$ cat config.mk
export PLATFORM = sky130hd
export DESIGN_NAME = pool_bin
export DESIGN_NICKNAME = d
export VERILOG_FILES = /design/src/rtl/pool_bin.sv
export SDC_FILE = /design/constraint.sdc
export NUM_CORES = 1
export LEC_CHECK = 0
export CAP_MARGIN = 30
export CORE_UTILIZATION = 45
export CTS_CLUSTER_DIAMETER = 200
export DETAILED_ROUTE_END_ITERATION = 6
export PLACE_DENSITY = 0.7
export SETUP_SLACK_MARGIN = 0.2
export SLEW_MARGIN = 15
export SYNTH_ARGS = -nofsm -noshare
export SYNTH_HDL_FRONTEND = slang
export SYNTH_SLANG_ARGS = --single-unit
$ cat constraint.sdc
create_clock -name clk -period 13 [get_ports clk]
set_input_delay 1.95 -clock clk [delete_from_list [all_inputs] [get_ports clk]]
set_output_delay 1.95 -clock clk [all_outputs]
set_load 0.02 [all_outputs]
$ cat src/rtl/pool_bin.sv
// 2x2 stride-2 max-pool plus binarize of the raster conv result stream (24x24 or 8x8 maps).
// Latency: pooled result registered one cycle after the odd-row/odd-col input.
// No backpressure: input stalls only via ivalid gaps, downstream must take every ovalid pulse.
module pool_bin #(
    parameter int DW = 32,
    parameter int W0 = 24,
    parameter int W1 = 8
) (
    input  logic          clk,
    input  logic          rstn,
    input  logic          state,
    input  logic [DW-1:0] din,
    input  logic          ivalid,
    input  logic          idone,
    input  logic [DW-1:0] thresh,
    output logic [DW-1:0] dout,
    output logic          dout_bit,
    output logic          ovalid,
    output logic          done,
    output logic          err
);

    localparam int LBD = W0 / 2;
    localparam int LBW = $clog2(LBD);

    // Raster position of the next incoming pixel and the layer latched at frame start
    logic [4:0]    col;
    logic [4:0]    row;
    logic          lstate;

    // Left pixel of the current horizontal pair, and one line of pair maxima
    logic [DW-1:0] hreg;
    logic [DW-1:0] lb [LBD];

    logic          frame_start;
    logic          cur_state;
    logic [4:0]    last_idx;
    logic          col_last;
    logic          row_last;
    logic          bad_done;
    logic          accept;
    logic          emit;
    logic [LBW-1:0] lb_idx;
    logic [DW-1:0] lb_rd;
    logic [DW-1:0] pm;
    logic [DW-1:0] res;

    // Position decode; the first pixel of a frame already uses the live state input
    always_comb begin
        frame_start = (col == 5'd0) && (row == 5'd0);
        cur_state   = frame_start ? state : lstate;
        last_idx    = cur_state ? 5'(W1 - 1) : 5'(W0 - 1);
        col_last    = (col == last_idx);
        row_last    = (row == last_idx);
        // A frame-end marker anywhere but the last pixel discards the frame
        bad_done    = ivalid && idone && !(col_last && row_last);
        accept      = ivalid && !bad_done;
        emit        = accept && row[0] && col[0];
        lb_idx      = col[LBW:1];
    end

    // Signed pair max and 2x2 block max
    always_comb begin
        lb_rd = lb[lb_idx];
        pm    = ($signed(din) > $signed(hreg)) ? din : hreg;
        res   = ($signed(lb_rd) > $signed(pm)) ? lb_rd : pm;
    end

    // Raster counters, layer latch and sticky framing error
    always_ff @(posedge clk or negedge rstn) begin
        if (!rstn) begin
            col    <= 5'd0;
            row    <= 5'd0;
            lstate <= 1'b0;
            err    <= 1'b0;
        end else if (ivalid) begin
            if (bad_done) begin
                err <= 1'b1;
                col <= 5'd0;
                row <= 5'd0;
            end else begin
                if (frame_start) begin
                    lstate <= state;
                end
                if (col_last) begin
                    col <= 5'd0;
                    row <= row_last ? 5'd0 : row + 5'd1;
                end else begin
                    col <= col + 5'd1;
                end
            end
        end
    end

    // Hold even-column pixels; even rows store pair maxima into the line buffer
    always_ff @(posedge clk or negedge rstn) begin
        if (!rstn) begin
            hreg <= '0;
            for (int i = 0; i < LBD; i++) begin
                lb[i] <= '0;
            end
        end else if (accept) begin
            if (!col[0]) begin
                hreg <= din;
            end else if (!row[0]) begin
                lb[lb_idx] <= pm;
            end
        end
    end

    // Registered pooled output; data holds between single-cycle valid pulses
    always_ff @(posedge clk or negedge rstn) begin
        if (!rstn) begin
            dout     <= '0;
            dout_bit <= 1'b0;
            ovalid   <= 1'b0;
            done     <= 1'b0;
        end else begin
            ovalid <= emit;
            done   <= emit && col_last && row_last;
            if (emit) begin
                dout     <= res;
                dout_bit <= ($signed(res) >= $signed(thresh));
            end
        end
    end

endmodule

==> impl_metrics.json <==
{
  "critPathLaunchType": "input pin",
  "setup_slack_ns": 3.20,
  "htree_levels": 2,
  "clock_tree.root_cell": "clkbuf_16",
  "multi_input_area_um2": 10500,
  "dr.pass1.iters": 5,
  "cts.sinks": 463,
  "hold_viol_final": 0,
  "final_antenna_net_count": 0,
  "antenna_found_initial": 0,
  "ctsResizeCount": 0,
  "synth_top_area_share_pct": 50.4,
  "drc": 0,
  "holdBufCountCts": 0,
  "synth.most_common_cell": "dfrtp_1",
  "drive_gt1_share_pct": 11.2,
  "regArea_um2": 11600,
  "worstPathArrival_ns": 10.31,
  "drt-total-wl_mm": 62.9,
  "boundaryPins": 105,
  "final-max-slew-violation-count": 0,
  "yosysSeqAreaShare_pct": 50.4,
  "area_delta_synth_final_pct": 14.8,
  "via_count": 17591,
  "dpl-instance-area_um2": 24800,
  "yosys_warnings": 0,
  "synth_flop_cell": "dfrtp_1",
  "final.period_utilization_pct": 75.4,
  "fill_cells": 4385,
  "dieHeight_um": 228,
  "synth_area_um2": 23000,
  "drt-initial-drc-count": 1459,
  "clockBufferDepth": 3,
  "synth-edff-count": 0,
  "tns_ns": 0,
  "hpwlAfterDp_mm": 39.8,
  "syn-num-nets": 2457,
  "grt_usage_pct": 24.6,
  "fin_util_pct": 52.6,
  "rsz0062_at_grt": "no",
  "synth.top_cells.by_area": "dfrtp_1 (50%), a21oi_1 (9.6%), mux4_2 (9.4%)",
  "grt_pass1_vias": 17849,
  "routedWlPerCell_um": 20.7,
  "synthTopCellsByCount": "dfrtp_1 (463), a21oi_1 (443), nor2_1 (443), clkbuf_1 (155), inv_1 (103)",
  "async_flop_share_pct": 100,
  "cts_tree": "built",
  "dpl_worst_slack_ns": 2.66,
  "post_cts_buffers": 0,
  "crit_path_end_kind": "flip-flop",
  "yosysUniqueCellTypes": 56,
  "max_cap_viol_count": 0,
  "fmax_mhz": 102,
  "start_util_pct": 45.8,
  "path_class": "in -> reg",
  "grt_start_max_net_pins": 173,
  "max_slew_margin_pct": 31.2,
  "gr-total-overflow": 0,
  "p_leak_nw": 12.0,
  "worst_ir_drop_vdd_uv": 242,
  "cp_max_fo": 57,
  "min_period_ns": 9.80,
  "clk_latency_ns": 0.60,
  "slowest_stage": "o31ai_4",
  "rows": 82,
  "fin_nets": 2500,
  "power.density_nw_per_um2": 266,
  "coreArea_um2": 50300,
  "synth_area_leader_cell": "dfrtp_1",
  "vias_per_cell": 5.78,
  "min_path_type": "reg -> reg",
  "setup_viol": 0,
  "die_w_um": 228,
  "fin_hold_ws_ns": 0.477,
  "critical_path.most_common_cell": "a21o_1",
  "routabilityCongestion": 0.843,
  "insertedDiodeCount": 0,
  "grt_pass1_wl_mm": 100,
  "dieArea_um2": 52000,
  "path_buf_inv": 4,
  "cts_buffers": 50,
  "stdcell_area_um2": 26400,
  "slowest_delay_ns": 0.65,
  "critPathTopFamily": "compound AO/OA/AOI/OAI gates",
  "finClkSkew_ns": 0.0216,
  "worst_pin_slew_ns": 1.03,
  "status": "completed",
  "clk_pin_slew_worst_paths_ns": 0.06,
  "io_buffers": 104,
  "synth_cells": 2290,
  "avgSynthCellArea_um2": 10.0,
  "worst_ep_required_time_ns": 13.51,
  "synth_seq_cells": 463
}
[final cells by class]
cell class | instances | share of cell area [%]
clock buffer | 70 | 5.25
clock inverter | 23 | 0.663
inverter | 103 | 1.46
multi-input combinational | 1549 | 39.7
sequential | 463 | 43.9
tap | 672 | 3.18
timing repair buffer | 166 | 5.89
[path summary, 6_finish.rpt]
kind	from	endpoint	slack, ns	cells past startpoint
worst max-delay path	din[1]	dout_bit	3.20	33
worst min-delay path	err	err	0.48	1
worst max register to register	col[1]	dout_bit	4.50	29
worst min register to register	err	err	0.48	1
max in group asynchronous	rstn	lb[281]	9.88	3
min in group asynchronous	rstn	hreg[7]	1.39	1
[where the power goes]
group	total (mW)	internal, mW	leakage (nW)	switching [mW]
clock network	1.37	0.769	0.774	0.601
registers	2.22	1.91	6.01	0.311
logic	3.43	1.46	5.23	1.97
[cell families after synthesis]
kind of cell | synth area share (%)
compound gates | 16.3
simple gates | 10.7
flops | 50.4
buf+inv | 4.56
mux | 12.5
fa+ha+maj | 5.33
xor+xnor | 0.190
[worst reg2reg max path: cells and delay by family (launching register included)]
kind            cells  cell delay [ns]
compound gates     11             2.27
xor+xnor            1             0.35
fa+ha+maj           2             0.72
buf+inv             4             1.32
flops               1             0.90
mux                 3             0.97
simple gates        8             1.90
[cells in the final DEF (no fill, tap or decap), types with 5 or more instances in the layout]
cell               n
buf_4             59
clkbuf_8           6
a211oi_1           5
nand2b_1           6
and3_1             7
inv_1            102
a21oi_1          443
a31o_1            29
ha_1              98
o21a_1             5
clkbuf_1          14
clkbuf_16         50
mux4_2            96
nor4_1             5
mux2i_1           67
a31oi_1           29
nand2_1           87
nand4_1           23
a21boi_1          28
o21ai_0           52
clkinv_2          14
nor2_4            10
clkdlybuf4s50_1  103
a21o_1            25
o21ai_1           29
dfrtp_1          460
nand3_1           15
nor2_1           433
[metal layers]
layer | track usage, % | vias up | part of all wire [%]
li1 | - | 8112 | -
met1 | 33.8 | 8717 | 43
met2 | 39.4 | 659 | 47
met3 | 5.11 | 103 | 7.4
met4 | 7.13 | 0 | 2.7
met5 | 0 | - | 0
[through the flow]
step	std cells	power [mW]
after floorplan	2290	4.58
after detailed placement	2951	5.60
final	3046	7.02
after global placement	2950	5.45
after global routing	3046	7.50
after CTS	3044	7.00
[flip-flops by register name (all words and copies together), names as in the netlist]
name,flops
lb,384
dout,32
hreg,32
col,5
row,5
done,1
dout_bit,1
err,1
lstate,1
ovalid,1
No activity file was read; power rests on OpenSTA's default activity.
